### src/rtl/viterbi_decoder_pkg.sv
// Shared definitions for the K=3, rate-1/2 hard-decision Viterbi decoder:
// trellis size, generator taps, controller states and branch-metric helpers.
package viterbi_decoder_pkg;

    localparam int NSTATES = 4;
    localparam logic [2:0] G0 = 3'b101;
    localparam logic [2:0] G1 = 3'b111;

    typedef enum logic [1:0] {
        ST_ACS   = 2'd0,
        ST_FIND  = 2'd1,
        ST_TRACE = 2'd2,
        ST_OUT   = 2'd3
    } state_e;

    // Code symbol {out1,out0} emitted when bit b enters an encoder holding s={d1,d2}.
    function automatic logic [1:0] expSym(input logic b, input logic [1:0] s);
        logic [2:0] reg3;
        reg3 = {b, s};
        return {^(reg3 & G1), ^(reg3 & G0)};
    endfunction

    function automatic logic [1:0] hamDist(input logic [1:0] a, input logic [1:0] b);
        logic [1:0] x;
        x = a ^ b;
        return 2'(x[1]) + 2'(x[0]);
    endfunction

endpackage

### src/rtl/viterbi_decoder_acs.sv
// Add-compare-select cell for one trellis state: saturating adds of both
// predecessor metrics, keeps the smaller, ties resolved towards predecessor d2=0.
module viterbi_acs #(
    parameter int MW = 8
) (
    input  logic [MW-1:0] pm0_i,
    input  logic [MW-1:0] pm1_i,
    input  logic [1:0]    bm0_i,
    input  logic [1:0]    bm1_i,
    output logic [MW-1:0] pm_o,
    output logic          surv_o
);

    logic [MW:0]   sum0;
    logic [MW:0]   sum1;
    logic [MW-1:0] sat0;
    logic [MW-1:0] sat1;

    assign sum0 = {1'b0, pm0_i} + {{(MW-1){1'b0}}, bm0_i};
    assign sum1 = {1'b0, pm1_i} + {{(MW-1){1'b0}}, bm1_i};
    assign sat0 = sum0[MW] ? {MW{1'b1}} : sum0[MW-1:0];
    assign sat1 = sum1[MW] ? {MW{1'b1}} : sum1[MW-1:0];

    assign surv_o = (sat1 < sat0);
    assign pm_o   = surv_o ? sat1 : sat0;

endmodule

### src/rtl/viterbi_decoder.sv
// Frame-based hard-decision Viterbi decoder (K=3, G1=111, G0=101), traceback over the whole frame.
// Optional VITERBI_METRIC_OUT_EN adds metric_o: best-path metric latched when traceback starts.
module viterbi_decoder
    import viterbi_decoder_pkg::*;
#(
    parameter int FRAME_LEN = 64,
    parameter int MW        = 8
) (
    input  logic          CLK,
    input  logic          RST,
    input  logic          valid_i,
    input  logic [1:0]    data_i,
    output logic          ready_o,
    output logic          valid_o,
    output logic          data_o
`ifdef VITERBI_METRIC_OUT_EN
    ,
    output logic [MW-1:0] metric_o
`endif
);

    localparam int CW = $clog2(FRAME_LEN);
    localparam logic [CW-1:0] LAST = CW'(FRAME_LEN - 1);
    localparam logic [MW-1:0] PM_INF = {MW{1'b1}};
    localparam logic [NSTATES-1:0][MW-1:0] PM_INIT = {{(NSTATES-1){PM_INF}}, {MW{1'b0}}};

    state_e                    state_q, state_d;
    logic [CW-1:0]             cnt_q, cnt_d;
    logic [NSTATES-1:0][MW-1:0] pm_q, pm_d;
    logic [1:0]                st_q, st_d;

    logic [NSTATES-1:0][MW-1:0] acsMetric;
    logic [NSTATES-1:0]        acsSurv;
    logic [NSTATES-1:0]        surv_q [FRAME_LEN];
    logic [FRAME_LEN-1:0]      bits_q;
    logic [1:0]                bestState;
    logic [MW-1:0]             bestMetric;

    // Next state n={b,d1} is reached from {n[0],0} and {n[0],1} with input bit b=n[1].
    for (genvar n = 0; n < NSTATES; n++) begin : g_acs
        localparam logic [1:0] P0 = 2'((n % 2) * 2);
        localparam logic [1:0] P1 = 2'((n % 2) * 2 + 1);
        localparam logic       B  = 1'(n / 2);

        logic [1:0] bm0;
        logic [1:0] bm1;

        assign bm0 = hamDist(data_i, expSym(B, P0));
        assign bm1 = hamDist(data_i, expSym(B, P1));

        viterbi_acs #(.MW(MW)) u_acs (
            .pm0_i (pm_q[P0]),
            .pm1_i (pm_q[P1]),
            .bm0_i (bm0),
            .bm1_i (bm1),
            .pm_o  (acsMetric[n]),
            .surv_o(acsSurv[n])
        );
    end

    always_comb begin
        bestState  = 2'd0;
        bestMetric = pm_q[0];
        for (int i = 1; i < NSTATES; i++) begin
            if (pm_q[i] < bestMetric) begin
                bestState  = 2'(i);
                bestMetric = pm_q[i];
            end
        end
    end

    // One counter serves as symbol index, traceback time and output index.
    always_comb begin
        state_d = state_q;
        cnt_d   = cnt_q;
        pm_d    = pm_q;
        st_d    = st_q;
        ready_o = 1'b0;
        valid_o = 1'b0;
        case (state_q)
            ST_ACS: begin
                ready_o = 1'b1;
                if (valid_i) begin
                    pm_d  = acsMetric;
                    cnt_d = cnt_q + 1'b1;
                    if (cnt_q == LAST) begin
                        state_d = ST_FIND;
                    end
                end
            end
            ST_FIND: begin
                st_d    = bestState;
                cnt_d   = LAST;
                state_d = ST_TRACE;
            end
            ST_TRACE: begin
                st_d  = {st_q[0], surv_q[cnt_q][st_q]};
                cnt_d = cnt_q - 1'b1;
                if (cnt_q == '0) begin
                    cnt_d   = '0;
                    state_d = ST_OUT;
                end
            end
            ST_OUT: begin
                valid_o = 1'b1;
                cnt_d   = cnt_q + 1'b1;
                if (cnt_q == LAST) begin
                    cnt_d   = '0;
                    pm_d    = PM_INIT;
                    state_d = ST_ACS;
                end
            end
            default: begin
                state_d = ST_ACS;
            end
        endcase
    end

    always_ff @(posedge CLK or negedge RST) begin
        if (!RST) begin
            state_q <= ST_ACS;
            cnt_q   <= '0;
            pm_q    <= PM_INIT;
            st_q    <= 2'd0;
        end else begin
            state_q <= state_d;
            cnt_q   <= cnt_d;
            pm_q    <= pm_d;
            st_q    <= st_d;
        end
    end

    // Survivor and decoded-bit storage is always written before being read, so it needs no reset.
    always_ff @(posedge CLK) begin
        if (state_q == ST_ACS && valid_i) begin
            surv_q[cnt_q] <= acsSurv;
        end
        if (state_q == ST_TRACE) begin
            bits_q[cnt_q] <= st_q[1];
        end
    end

    assign data_o = valid_o & bits_q[cnt_q];

`ifdef VITERBI_METRIC_OUT_EN
    logic [MW-1:0] metric_q;

    always_ff @(posedge CLK or negedge RST) begin
        if (!RST) begin
            metric_q <= '0;
        end else if (state_q == ST_FIND) begin
            metric_q <= bestMetric;
        end
    end

    assign metric_o = metric_q;
`endif

endmodule

### config.mk
export PLATFORM = sky130hd
export DESIGN_NAME = viterbi_decoder
export DESIGN_NICKNAME = d
export VERILOG_FILES = /design/src/rtl/viterbi_decoder_pkg.sv /design/src/rtl/viterbi_decoder_acs.sv /design/src/rtl/viterbi_decoder.sv
export SDC_FILE = /design/constraint.sdc
export NUM_CORES = 1
export LEC_CHECK = 0
export ABC_AREA = 1
export BUFFER_PORTS_ARGS = -buffer_cell sky130_fd_sc_hd__clkbuf_2
export CAP_MARGIN = 20
export CORE_MARGIN = 2
export CORE_UTILIZATION = 50
export CTS_CLUSTER_SIZE = 12
export DETAILED_ROUTE_END_ITERATION = 8
export MAX_ROUTING_LAYER = met4
export PLACE_DENSITY = 0.65
export SLEW_MARGIN = 10
export SYNTH_ARGS = -nofsm -noshare
export SYNTH_HDL_FRONTEND = slang
export SYNTH_SLANG_ARGS = --single-unit
### constraint.sdc
create_clock -name CLK -period 4.2 [get_ports CLK]
set_clock_uncertainty 0.1 [all_clocks]
set_input_delay 0.21 -clock CLK [delete_from_list [all_inputs] [get_ports CLK]]
set_output_delay 0.21 -clock CLK [all_outputs]
set_load 0.01 [all_outputs]
== Word level (Yosys, flattened, before mapping) ==
Memory sizes are Yosys's and may differ from the RTL's.
Cells that the tools add are included.
Storage, ports and cells
  register bits: 106
  RAM bits: 256
  bits of input ports: 5
  output and inout port bits: 3
  logic and storage cells: 94
  memories kept: 1
Memories
  surv_q: words 64, width 4, read ports 1, clocked after Yosys merged registers in 0, wr ports 1, line viterbi_decoder.sv:34  | logic [NSTATES-1:0] surv_q [FRAME_LEN];
Operators by class
  $add $sub $neg: 14
  $lt $le $gt $ge: 10
  eq/ne operators: 8
  multiplexer cells: 41
  bitwise logic cells: 4
  reductions and logical operators: 8
Operator list (count)
  two-way mux 8 bit: 14
  adder 8 x 2 -> 9 bit: 8
  bitwise mux 64 bit: 1
  two-way mux 32 bit: 2
  case mux 32 bit (2 select lines): 1
  < comparator 8 bit: 7
  case mux 6 bit (4 select lines): 1
  two-way mux 6 bit: 3
  two-way mux 2 bit: 6
  adder 1 x 1 -> 2 bit: 4
  two-way mux 1 bit: 8
  inequality test 2 bit, second input constant: 4
  case mux 2 bit (4 select lines): 1
  < comparator 6 x 7 -> 1 bit, second input constant: 1
  adder 6 x 1 -> 6 bit, second input constant: 1
  binary-select mux 1 bit (select 6 bit): 1
  demux 1 bit (select 6 bit): 1
  == test 6 bit, second input constant: 1
  >= comparator 6 x 1 -> 1 bit, second input constant: 1
  logical NOT 6 bit: 1
  subtractor 6 x 1 -> 6 bit, second input constant: 1
  == test 2 bit, second input constant: 2
  case mux 2 bit (2 select lines): 1
  AND reduction 4 bit: 1
  other kinds (10): 13

== Depth between registers and ports, before layout ==
Gate-level depths: netlist (run 1).
  depth after elaboration: 8
  gate-level depth with buffers: 31
  gate-level depth less buffers: 29

== By module ==
From an unflattened synthesis (run 1), not the netlist that was laid out.
Second synthesis, totals
  cells, all modules: 1816
  area, all modules: 18647.9 um2
By module, submodules not included
  viterbi_decoder: times used 1, cells an instance 1242, area an instance 15458.6 um2, seq. area each 10690.3 um2
  viterbi_acs at g_acs[1].u_acs ...: times used 3, cells an instance 144, area an instance 812.0 um2, seq. area each 0.0 um2
  viterbi_acs at g_acs[0].u_acs: times used 1, cells an instance 142, area an instance 753.2 um2, seq. area each 0.0 um2

== Worst setup path before layout (run 1) ==
OpenSTA, ideal clock, no wires.
  path type: flip-flop to flip-flop
  start: register pm_q[2] (netlist name)
  end: register st_q[1]
  setup time: 0.068 ns
  data arrival time: 3.667 ns
  path slack: 0.365 ns
  stages on the path, launching flop included: 28
  path buffers: 3
  period minus slack after synthesis: 3.835 ns
  cells stage by stage: dfrtp_1 > buf_2 > inv_1 > ha_1 > nand2_1 > inv_1 > nand2_1 > nand2_1 > nand2_1 > nand2_1 > clkbuf_1 > o21ai_0 > ha_1 > a21oi_1 > nor2_1 > a211oi_1 > nand2_1 > clkbuf_1 > nand2_1 > o21ai_0 > ha_1 > a21oi_1 > nor2_1 > a211oi_1 > nand2_1 > nand2_1 > nand2_1 > nand2_1
Between the ends
  word-level cells in the longest chain between the ends: 7
  elaborated cells on any way between the ends: 8
RTL lines
  from (decl): line viterbi_decoder.sv:29  | logic [NSTATES-1:0][MW-1:0] pm_q, pm_d;
  from (signal assigned): line viterbi_decoder.sv:128  | pm_q <= pm_d;
  < comparator 8 bit: line viterbi_decoder.sv:65  | if (pm_q[i] < bestMetric) begin
  two-way mux 8 bit (*): line viterbi_decoder.sv:65
  < comparator 8 bit: line viterbi_decoder.sv:65
  two-way mux 8 bit: line viterbi_decoder.sv:65
  < comparator 8 bit: line viterbi_decoder.sv:65
  two-way mux 2 bit (*): line viterbi_decoder.sv:65
  case mux 2 bit (2 select lines) (*): line viterbi_decoder.sv:80  | case (state_q)
  to (signal assigned): line viterbi_decoder.sv:129  | st_q <= st_d;
  to (decl): line viterbi_decoder.sv:30  | logic [1:0] st_q, st_d;
Every way passes the cells marked *; elsewhere a longest branch is shown, timed or not.
A chain may end at the register's enable or synchronous reset.

== Worst setup path in the final report (run 1) ==
  start: register pm_q[15] (netlist name)
  end: register st_q[1]
The elaborated chain is that of the path after synthesis.

==> reports/qor.yml, run 1 <==
status: "complete, no violations"
full_die_area_sq_mm: 0.03690
layout-drive-gt1-share: 0.1009
final_min_period_over_clock_period: 0.9275
rows: 68
global_route.usage.total: 0.2602
utilization: 0.5656
route.layer.met1.wl_microns: 19300
syn-cell-area_sq_mm: 0.01769
antenna_violating_nets_post_route: 0
maximum_number_of_pins_on_one_net_before_global_route_repair: 66
end_kind: "flip-flop"
diodes: 0
clock_sinks: 362
synth-seq-cells: 362
drt_iter0_drc: 1144
tritoncts_clock_tree: "yes"
routed_via_density: 5.949
grt_pass1_wl_microns: 70950
relSlewSlack: 0.4315
placeableCoreArea_sq_mm: 0.03471
final-hold-violation-count: 0
seq_area_frac_synth: 0.6044
synthFlopType: "sky130_fd_sc_hd__edfxtp_1"
worst-path-max-fanout: 10
crit_required_ns: 4.57
final_critical_path_setup_slack_ns: 0.3045
syn-num-nets: 1734
finalSetupViolations: 0
crit_arrival_ns: 4.27
grt_overflow: 0
first_global_vias: 12520
dieHeight_microns: 192.1
worstRegToRegCells: 23
synthArstFlopShare: 0.1160
total_clock_buffers_created_by_cts: 39
cts.clk_slew.worst_paths_ns: 0.06
numPortBuffers: 7
routed-via-count: 12780
clock_tree.root_cell: "sky130_fd_sc_hd__clkbuf_16"
criticalPathCategory: "reg2reg"
worst_hold_slack_ns: 0.1282
place_ws_ns: 0.1168
synth.avg_cell_area_sq_um: 10.72
detailed_place_hpwl_microns: 30720
min-delay-path-class: "in2async"
die_x_microns: 192.1
nets: 1756
wl_met3_microns: 2589
antenna_violations_before_repair: 0
ys.warnings.count: 0
wl_met2_microns: 22660
finish.cell_count_without_fillers: 2149
wl_per_cell_microns: 21.41
power-per-cell-area_mw_per_mm2: 372.8
area_growth_syn_to_layout_pct: 11.01
drc_errors: 0
synth_edf_count: 320
cap_violations: 0
drt-total-wl_microns: 46000
gpl.final_weighted_congestion: 0.9367
pin_count: 8
fin_crit_ns: 3.895
top_signal_layer_used: "met4"
worstSkewPairLatency_ns: 0.54
max-vdd-ir-drop_v: 0.0002629
cells_after_synthesis: 1650
clock_tree.htree_level_count: 2
worst_margin_slew_ns: 0.8462
fmax_ghz: 0.2567
synth_cell_types: 50
drtPass1Iterations: 5
startpoint_type: "flip-flop"
fin_setup_tns_ns: 0
timing_max_transition_violations_final: 0
static_leakage_power_uw: 0.007401
post-place-cells: 2079
starting_density_of_the_core: 0.5096
clk_path_buf_depth: 3
[path summary, 6_finish.rpt]
check / startpoint / to / slack [ns]
worst max-delay path: pm_q[15]$_DFFE_PN1P_ / st_q[1]$_DFFE_PN0P_ / 0.30
worst min-delay path: RST / pm_q[1]$_DFFE_PN0P_ / 0.13
worst max register to register: pm_q[15]$_DFFE_PN1P_ / st_q[1]$_DFFE_PN0P_ / 0.30
worst min register to register: pm_q[30]$_DFFE_PN1P_ / pm_q[30]$_DFFE_PN1P_ / 0.44
max in group asynchronous: RST / pm_q[28]$_DFFE_PN1P_ / 3.07
min in group CLK: data_i[1] / pm_q[0]$_DFFE_PN0P_ / 0.38
[metal layers]
layer / vias to the layer above / GRT usage
li1: 6014 / -
met3: 95 / 0.03289
met4: 0 / 0.08720
met2: 451 / 0.4296
met1: 6224 / 0.3350
met5: - / -
[state kept, by name, indices dropped and copies added, names as in the netlist]
name / cells
surv_q: 256
bits_q: 64
pm_q: 32
cnt_q: 6
st_q: 2
state_q: 2
[layout by cell type (no fill, tap or decap), drive strengths merged, types with 12 or more instances in the layout]
master,count
nand3,49
clkinv,13
inv,159
a32oi,14
a22oi,51
or2,12
nand4,35
dfrtp,18
dfstp,24
o22ai,19
a22o,25
a221oi,34
a21oi,56
edfxtp,320
o21ai,75
nand2,328
nor3,129
buf,54
ha,71
nor2,87
clkbuf,59
[area by class of cell]
cell class / instances / area, sq um
Clock buffer: 52 / 1025
Sequential cell: 362 / 10690
Fill cell: 2980 / 15080
Multi-Input combinational cell: 1043 / 6047
Tap cell: 455 / 569.3
Timing Repair Buffer: 63 / 573.1
Clock inverter: 11 / 118.9
Inverter: 163 / 611.8
[per-stage QoR]
stage / total power, uW / instance area (sq um)
final: 7319 / 19640
after global routing: 7524 / 19640
after CTS: 7370 / 19570
after detailed placement: 4252 / 18410
after global placement: 4246 / 18410
after floorplan: 4152 / 17690
[where the power goes]
| part | internal, uW | total [uW] | switching [uW] |
|---|---|---|---|
| registers | 3900 | 3900 | 0 |
| logic | 93.8 | 275 | 181 |
| clock network | 1780 | 3140 | 1360 |
[repair_timing]
item                                    CTS  global route
endpoints found under the setup margin    0             3
hold endpoints to repair                 24             0
buffers inserted                          0             3
hold buffers                              2             0
gates resized for setup                   0             6
[Yosys cell counts, types with 6 or more instances]
cell type                  count  share of area
sky130_fd_sc_hd__a21oi_1      56          0.016
sky130_fd_sc_hd__a221oi_1     34          0.017
sky130_fd_sc_hd__a22o_1       25          0.012
sky130_fd_sc_hd__a22oi_1      51          0.022
sky130_fd_sc_hd__a31oi_1      11         0.0039
sky130_fd_sc_hd__a32oi_1      14         0.0069
sky130_fd_sc_hd__buf_1        15         0.0032
sky130_fd_sc_hd__buf_2        21         0.0059
sky130_fd_sc_hd__clkbuf_1     41         0.0087
sky130_fd_sc_hd__dfrtp_1      18          0.025
sky130_fd_sc_hd__dfstp_2      24          0.036
sky130_fd_sc_hd__edfxtp_1    320           0.54
sky130_fd_sc_hd__fa_1          8         0.0091
sky130_fd_sc_hd__ha_1         71          0.050
sky130_fd_sc_hd__inv_1       149          0.032
sky130_fd_sc_hd__inv_2         9         0.0019
sky130_fd_sc_hd__nand2_1     324          0.069
sky130_fd_sc_hd__nand3_1      46          0.013
sky130_fd_sc_hd__nand4_1      35          0.012
sky130_fd_sc_hd__nor2_1       82          0.017
sky130_fd_sc_hd__nor3_1      129          0.037
sky130_fd_sc_hd__o211ai_1      7         0.0030
sky130_fd_sc_hd__o21a_1        6         0.0025
sky130_fd_sc_hd__o21ai_0      73          0.021
sky130_fd_sc_hd__o22ai_1      19         0.0067
sky130_fd_sc_hd__or2_2        10         0.0035
[critical path, cell delays in order, from the launching register on]
cell and delay [ns]:
sky130_fd_sc_hd__dfstp_2 0.58, sky130_fd_sc_hd__ha_1 0.26, sky130_fd_sc_hd__a21oi_1 0.15, sky130_fd_sc_hd__o21a_1 0.18, sky130_fd_sc_hd__nand2_1 0.14, sky130_fd_sc_hd__buf_4 0.19
sky130_fd_sc_hd__nand2_1 0.05, sky130_fd_sc_hd__o21ai_0 0.17, sky130_fd_sc_hd__ha_1 0.26, sky130_fd_sc_hd__a21oi_1 0.14, sky130_fd_sc_hd__nor2_1 0.07, sky130_fd_sc_hd__a211oi_2 0.25
sky130_fd_sc_hd__buf_4 0.18, sky130_fd_sc_hd__nand2_4 0.07, sky130_fd_sc_hd__nand2_1 0.06, sky130_fd_sc_hd__o21ai_1 0.07, sky130_fd_sc_hd__ha_1 0.30, sky130_fd_sc_hd__a21oi_1 0.15
sky130_fd_sc_hd__nor2_1 0.05, sky130_fd_sc_hd__a211oi_1 0.16, sky130_fd_sc_hd__nand2_1 0.09, sky130_fd_sc_hd__nand2_1 0.06, sky130_fd_sc_hd__nand2_1 0.05, sky130_fd_sc_hd__nand2_1 0.05
[kinds of logic after synthesis]
kind of cell | count (synthesis) | share of synthesized area
xor+xnor | 6 | 0.002971
fa+ha+maj | 79 | 0.05928
compound gates | 313 | 0.1183
flops | 362 | 0.6044
buf+inv | 246 | 0.05524
simple gates | 644 | 0.1599
Power figures use the tool's default switching activity.
==> inputs of run 2 (changes only) <==
--- a/config.mk
+++ b/config.mk
@@ -5,7 +5,6 @@
 export SDC_FILE = /design/constraint.sdc
 export NUM_CORES = 1
 export LEC_CHECK = 0
-export ABC_AREA = 1
 export BUFFER_PORTS_ARGS = -buffer_cell sky130_fd_sc_hd__clkbuf_2
 export CAP_MARGIN = 20
 export CORE_MARGIN = 2
==> run 2 against run 1 <==
  * The flow now finishes with violations (negative setup slack)
  * Sequential power shrank 1%
  * Setup slack lost 0.83 ns
  * Global-route usage grew 2.2 points
  * Design area grew 4.3%
  * Non-clock buffer count grew 59
  * Clock power shrank 1%
  * Utilization grew 1.3 points
  * Area after synthesis grew 1.0%
  * Maximum frequency shrank 18%
  * Largest power group unchanged
==> reports/qor.yml, run 2 <==
status: "complete, but fails checks"
failing_checks: "negative setup slack"
clock_tree.root_cell: "sky130_fd_sc_hd__clkbuf_16"
fill_cells: 2924
static_leakage_power_uw: 0.007721
worst_hold_slack_ns: 0.04560
gpl.final_weighted_congestion: 0.8998
worst_margin_slew_ns: 1.173
detailed_place_hpwl_microns: 34020
syn-num-nets: 1551
placeableCoreArea_sq_mm: 0.03540
final_min_period_over_clock_period: 1.125
finalSetupViolations: 2
global_route.usage.total: 0.2821
antenna_violating_nets_post_route: 0
dieHeight_microns: 193.1
fmax_ghz: 0.2117
criticalPathCategory: "reg2reg"
synthFlopType: "sky130_fd_sc_hd__edfxtp_1"
numPortBuffers: 7
max-vdd-ir-drop_v: 0.0003674
power-per-cell-area_mw_per_mm2: 346.2
fin_setup_tns_ns: -1.015
cap_violations: 0
ys.warnings.count: 0
synth.top_cells.by_count: "320 x sky130_fd_sc_hd__edfxtp_1, 216 x sky130_fd_sc_hd__nor2_1, 84 x sky130_fd_sc_hd__nand2_1"
synthMostInstantiatedCell: "sky130_fd_sc_hd__edfxtp_1"
full_die_area_sq_mm: 0.03727
crit_required_ns: 4.51
worstSkewPairLatency_ns: 0.54
synthArstFlopShare: 0.1160
cts.clk_slew.worst_paths_ns: 0.06
synth-seq-cells: 362
wl_per_cell_microns: 24.94
largest_register_ffs: 256
netlist.top_cell.by_area: "sky130_fd_sc_hd__edfxtp_1"
end_kind: "flip-flop"
crit_arrival_ns: 5.03
layout-drive-gt1-share: 0.1801
cells_after_synthesis: 1467
synth_cell_types: 77
drt_iter0_drc: 1345
area_growth_syn_to_layout_pct: 14.55
final_area_sq_mm: 0.02047
drt-total-wl_microns: 50450
antenna_violations_before_repair: 2
total_area_of_multi_input_combinational_cells_sq_mm: 0.006894
clock_tree.htree_level_count: 2
total_clock_buffers_created_by_cts: 39
drc_errors: 0
synth_top_area_share: 0.5377
pin_count: 8
first_global_vias: 12310
routed-via-count: 12850
grt_pass1_wl_microns: 75640
nets: 1623
largestRegisters: "surv_q x256, bits_q x64, pm_q x32"
fin_crit_ns: 4.724
routed_via_density: 6.350
grt_overflow: 0
startpoint_type: "flip-flop"
regArea_sq_mm: 0.01069
clock_sinks: 362
maximum_number_of_pins_on_one_net_before_global_route_repair: 68
synth.avg_cell_area_sq_um: 12.18
utilization: 0.5784
largest_register: "surv_q"
highest_count_cells_in_the_layout_ignoring_fill_and_taps: "320 x sky130_fd_sc_hd__edfxtp_1, 213 x sky130_fd_sc_hd__nor2_1, 103 x sky130_fd_sc_hd__buf_4"
syn-cell-area_sq_mm: 0.01787
die_x_microns: 193.1
worst-path-max-fanout: 6
ys_top_cells_by_area: "sky130_fd_sc_hd__edfxtp_1 54%, sky130_fd_sc_hd__ha_1 5.0%, sky130_fd_sc_hd__nor2_1 4.5%"
mostFrequentLayoutCell: "sky130_fd_sc_hd__edfxtp_1"
final_critical_path_setup_slack_ns: -0.5241
rows: 69
min-delay-path-class: "in2reg"
clk_path_buf_depth: 3
grt_setup_unrepaired: "yes"
final-hold-violation-count: 0
seq_area_frac_synth: 0.5982
tritoncts_clock_tree: "yes"
timing_max_transition_violations_final: 0
drtPass1Iterations: 6
synth_edf_count: 320
relSlewSlack: 0.2168
starting_density_of_the_core: 0.5049
placed_cell_area_sq_mm: 0.01905
run 2: changes by cell type after synthesis, moves of 15 or more:
| cell | change |
|---|---|
| sky130_fd_sc_hd__a21oi_1 | -17 |
| sky130_fd_sc_hd__a22oi_1 | +17 |
| sky130_fd_sc_hd__and3_1 | +15 |
| sky130_fd_sc_hd__inv_1 | -105 |
| sky130_fd_sc_hd__mux2_2 | +30 |
| sky130_fd_sc_hd__mux2i_1 | +27 |
| sky130_fd_sc_hd__nand2_1 | -240 |
| sky130_fd_sc_hd__nand2b_1 | +15 |
| sky130_fd_sc_hd__nand4_1 | -27 |
| sky130_fd_sc_hd__nor2_1 | +134 |
| sky130_fd_sc_hd__nor2b_1 | +15 |
| sky130_fd_sc_hd__nor3_1 | -94 |
| sky130_fd_sc_hd__o21ai_0 | -21 |
| sky130_fd_sc_hd__xnor2_1 | +17 |
run 2: report_power, final:
part	leakage (uW)	switching, uW	internal, uW
registers	0.00393	0	3860
clock network	0.000531	1370	1730
logic	0.00326	76.2	48.7
total	0.00772	1450	5640
run 2: repair_timing:
item                       CTS  global route
cloned                       0             1
pin swaps                    5             9
setup buffers                7             3
hold buffers                 1             0
hold endpoints to repair    18             0
resized for setup           14            19
setup endpoints to repair    2            67
run 2: per-layer routing:
metal	track usage	wire, microns	vias up
li1	-	-	5754
met1	0.4024	22230	6410
met2	0.4111	22500	572
met3	0.05285	4276	110
met4	0.08829	1442	0
met5	-	0	-
run 2: cell families after synthesis:
logic type | after synthesis | synth area share
buf+inv | 136 | 0.03381
simple gates | 469 | 0.1206
xor+xnor | 25 | 0.01225
fa+ha+maj | 79 | 0.05867
mux | 64 | 0.04221
flops | 362 | 0.5982
compound gates | 332 | 0.1343
run 2: critical path, cell delays in order (launching register included):
cell                       delay (ns)
sky130_fd_sc_hd__dfstp_2         0.56
sky130_fd_sc_hd__ha_4            0.15
sky130_fd_sc_hd__nand3_1         0.16
sky130_fd_sc_hd__nor4_4          0.38
sky130_fd_sc_hd__nor2b_4         0.07
sky130_fd_sc_hd__buf_6           0.15
sky130_fd_sc_hd__buf_6           0.13
sky130_fd_sc_hd__mux2i_4         0.18
sky130_fd_sc_hd__ha_1            0.30
sky130_fd_sc_hd__nand4_1         0.15
sky130_fd_sc_hd__nor2_1          0.13
sky130_fd_sc_hd__o21ai_0         0.14
sky130_fd_sc_hd__o21a_2          0.29
sky130_fd_sc_hd__buf_12          0.14
sky130_fd_sc_hd__mux2_4          0.30
sky130_fd_sc_hd__ha_4            0.27
sky130_fd_sc_hd__nand4_1         0.15
sky130_fd_sc_hd__a21oi_2         0.24
sky130_fd_sc_hd__nor3_2          0.07
sky130_fd_sc_hd__o21ai_1         0.09
sky130_fd_sc_hd__nand3_2         0.10
sky130_fd_sc_hd__a41oi_2         0.16
sky130_fd_sc_hd__o21a_1          0.14
sky130_fd_sc_hd__a211oi_1        0.05
run 2: worst paths after layout:
kind,start,end,slack [ns],cells after the start
setup / recovery,pm_q[14]$_DFFE_PN1P_,st_q[0]$_DFFE_PN0P_,-0.52,23
hold / removal,valid_i,cnt_q[1]$_DFFE_PN0N_,0.05,3
setup reg to reg,pm_q[14]$_DFFE_PN1P_,st_q[0]$_DFFE_PN0P_,-0.52,23
hold reg to reg,pm_q[28]$_DFFE_PN1P_,pm_q[28]$_DFFE_PN1P_,0.48,2
max in group asynchronous,RST,cnt_q[2]$_DFFE_PN0N_,3.37,3
min in group asynchronous,RST,cnt_q[1]$_DFFE_PN0N_,0.21,3
run 2: cell type report:
class                      count  share of cell area
clock inverter                11            0.003850
inverter                      45            0.008434
sequential                   362              0.5223
clock buffer                  51             0.05036
antenna                        2           0.0002445
tap                          461             0.02817
timing repair buffer         122             0.04987
multi-input combinational    969              0.3367
run 2: metrics by stage:
step                total power [uW]  setup slack, ns  cells
floorplan                       4017          -0.2811   1467
global placement                4059          -0.5596   1946
detailed placement              4061          -0.6883   1946
CTS                             7130          -0.4627   2016
global route                    7283          -0.7737   2023
finish                          7088          -0.5241   2023
==> inputs of run 3 (changes only) <==
--- a/config.mk
+++ b/config.mk
@@ -9,10 +9,10 @@
 export CAP_MARGIN = 20
 export CORE_MARGIN = 2
 export CORE_UTILIZATION = 50
+export CTS_CLUSTER_DIAMETER = 200
 export CTS_CLUSTER_SIZE = 12
 export DETAILED_ROUTE_END_ITERATION = 8
-export MAX_ROUTING_LAYER = met4
-export PLACE_DENSITY = 0.65
+export PLACE_DENSITY = 0.68
 export SLEW_MARGIN = 10
 export SYNTH_ARGS = -nofsm -noshare
 export SYNTH_HDL_FRONTEND = slang
==> constraint.sdc (replaced) <==
create_clock -name CLK -period 3.87 [get_ports CLK]
set_clock_uncertainty 0.1 [all_clocks]
set_input_delay 0.1935 -clock CLK [delete_from_list [all_inputs] [get_ports CLK]]
set_output_delay 0.1935 -clock CLK [all_outputs]
set_load 0.01 [all_outputs]
==> run 3 against run 2 <==
  * The flow still finishes with violations (negative setup slack)
  * Maximum frequency decreased by 0.96%
  * First-iteration DRC count increased by 25%
  * Power increased by 7.1%
  * Worst hold slack got worse by 0.0095 ns
  * Critical endpoint unchanged
  * Largest cell class unchanged
==> reports/qor.yml, run 3 (synthesis gave the netlist of run 2 again) <==
worst_margin_slew_ns: 0.9171
finalSetupViolations: 2
worstRegToRegCells: 24
grt_overflow: 0
final-hold-violation-count: 0
failing_checks: "negative setup slack"
total_area_of_multi_input_combinational_cells_sq_mm: 0.006909
dieHeight_microns: 193.1
rows: 69
max-vdd-ir-drop_v: 0.0004375
fin_crit_ns: 4.770
final_min_period_over_clock_period: 1.233
cts.clk_slew.worst_paths_ns: 0.08
antenna_violations_before_repair: 1
drc_errors: 0
relSlewSlack: 0.3879
drt_iter0_drc: 1683
worstSkewPairLatency_ns: 0.53
pin_count: 8
min-delay-path-class: "in2reg"
clock_sinks: 362
gpl.final_weighted_congestion: 0.9198
starting_density_of_the_core: 0.5049
placed_cell_area_sq_mm: 0.01936
largestRegisters: "surv_q x256, bits_q x64, pm_q x32"
placeableCoreArea_sq_mm: 0.03540
end_kind: "flip-flop"
die_x_microns: 193.1
routed_via_density: 6.344
clock_tree.root_cell: "sky130_fd_sc_hd__clkbuf_16"
final_critical_path_setup_slack_ns: -0.8998
wl_per_cell_microns: 24.83
layout-drive-gt1-share: 0.1966
highest_count_cells_in_the_layout_ignoring_fill_and_taps: "320 x sky130_fd_sc_hd__edfxtp_1, 214 x sky130_fd_sc_hd__nor2_1, 135 x sky130_fd_sc_hd__buf_4"
power-per-cell-area_mw_per_mm2: 365.6
crit_required_ns: 4.19
clk_path_buf_depth: 3
fill_cells: 2829
regArea_sq_mm: 0.01069
tritoncts_clock_tree: "yes"
full_die_area_sq_mm: 0.03727
clock_tree.htree_level_count: 2
detailed_place_hpwl_microns: 34170
routed-via-count: 13030
antenna_violating_nets_post_route: 0
place_ws_ns: -1.039
grt_setup_unrepaired: "yes"
first_global_vias: 12660
total_clock_buffers_created_by_cts: 36
criticalPathCategory: "reg2reg"
static_leakage_power_uw: 0.007871
numPortBuffers: 7
fmax_ghz: 0.2097
final_area_sq_mm: 0.02075
crit_arrival_ns: 5.08
drt-total-wl_microns: 51010
status: "complete, but fails checks"
maximum_number_of_pins_on_one_net_before_global_route_repair: 68
worst-path-max-fanout: 8
largest_register: "surv_q"
nets: 1655
grt_pass1_wl_microns: 76650
startpoint_type: "flip-flop"
drtPass1Iterations: 5
mostFrequentLayoutCell: "sky130_fd_sc_hd__edfxtp_1"
area_growth_syn_to_layout_pct: 16.13
worst_hold_path.num_cells: 3
global_route.usage.total: 0.2750
timing_max_transition_violations_final: 0
cap_violations: 0
largest_register_ffs: 256
==> run 3: cell types whose count changed in the layout (fill, tap and decap cells not counted), sizes merged <==
| cell | delta |
|---|---|
| buf | +35 |
| diode | -1 |
| clkinv | -2 |
| clkbuf | +5 |
| clkinvlp | -1 |
| inv | -5 |
==> run 3: layer usage <==
metal  global-route usage  share of wire
met5                    0              0
met4              0.07051          0.023
met3              0.05394           0.10
met2               0.4221           0.45
met1               0.4039           0.43
==> run 3: path summary, 6_finish.rpt <==
| kind | to | slack [ns] | start |
|---|---|---|---|
| max | st_q[0]$_DFFE_PN0P_ | -0.90 | pm_q[14]$_DFFE_PN1P_ |
| min | cnt_q[1]$_DFFE_PN0N_ | 0.04 | valid_i |
| max reg2reg | st_q[0]$_DFFE_PN0P_ | -0.90 | pm_q[14]$_DFFE_PN1P_ |
| min reg2reg | pm_q[24]$_DFFE_PN1P_ | 0.46 | pm_q[24]$_DFFE_PN1P_ |
| max in group asynchronous | pm_q[18]$_DFFE_PN1P_ | 2.79 | RST |
| min in group asynchronous | state_q[0]$_DFFE_PN0P_ | 0.09 | RST |
==> run 3: worst max-delay path, stage by stage (launching register included) <==
cell and delay (ns):
sky130_fd_sc_hd__dfstp_2 0.57, sky130_fd_sc_hd__ha_4 0.21, sky130_fd_sc_hd__a21oi_1 0.13, sky130_fd_sc_hd__nand2_1 0.09
sky130_fd_sc_hd__a21oi_2 0.17, sky130_fd_sc_hd__nor2b_4 0.16, sky130_fd_sc_hd__buf_6 0.14, sky130_fd_sc_hd__mux2i_2 0.23
sky130_fd_sc_hd__ha_1 0.27, sky130_fd_sc_hd__a21o_1 0.17, sky130_fd_sc_hd__a21oi_2 0.12, sky130_fd_sc_hd__o22ai_1 0.10
sky130_fd_sc_hd__nor2_1 0.17, sky130_fd_sc_hd__o21a_1 0.19, sky130_fd_sc_hd__buf_12 0.14, sky130_fd_sc_hd__mux2_4 0.31
sky130_fd_sc_hd__ha_4 0.27, sky130_fd_sc_hd__nand4_1 0.15, sky130_fd_sc_hd__a21oi_2 0.24, sky130_fd_sc_hd__nor3_1 0.07
sky130_fd_sc_hd__o21ai_1 0.12, sky130_fd_sc_hd__nand3_2 0.13, sky130_fd_sc_hd__a41oi_2 0.17, sky130_fd_sc_hd__o21a_1 0.16
sky130_fd_sc_hd__a211oi_2 0.05
==> run 3: layout make-up <==
cell class / instances / area share
sequential: 362 / 0.5153
multi-input combinational: 969 / 0.3329
timing repair buffer: 157 / 0.06444
clock buffer: 56 / 0.04805
tap: 461 / 0.02779
inverter: 45 / 0.008681
clock inverter: 3 / 0.002773
antenna: 1 / 0.0001206
==> run 3: per-stage QoR <==
step                      instances    util  hold slack (ns)  setup TNS, ns  total power [uW]
after floorplan                1467       -          -0.2021         -1.035              4360
final                          2054  0.5864          0.03608         -1.764              7588
after detailed placement       1979  0.5469           0.1096         -17.13              4417
after CTS                      2044  0.5807          0.01649         -1.458              7598
after global placement         1979  0.5469          0.09350         -6.723              4415
after global routing           2053  0.5863          0.05625         -2.223              7760
==> run 3: power by group <==
part	internal [uW]	leakage (uW)	switching, uW
sequential	4190	0.00393	0
combinational	61.9	0.00344	84.5
clock	1790	0.000503	1460
==> run 3: timing repair <==
action	in CTS	in global routing
setup endpoints to repair	2	211
gates resized for setup	16	21
gates cloned	0	2
endpoints found under the hold margin	17	0
buffers inserted	5	6
hold buffers	1	0
pin swaps	9	4
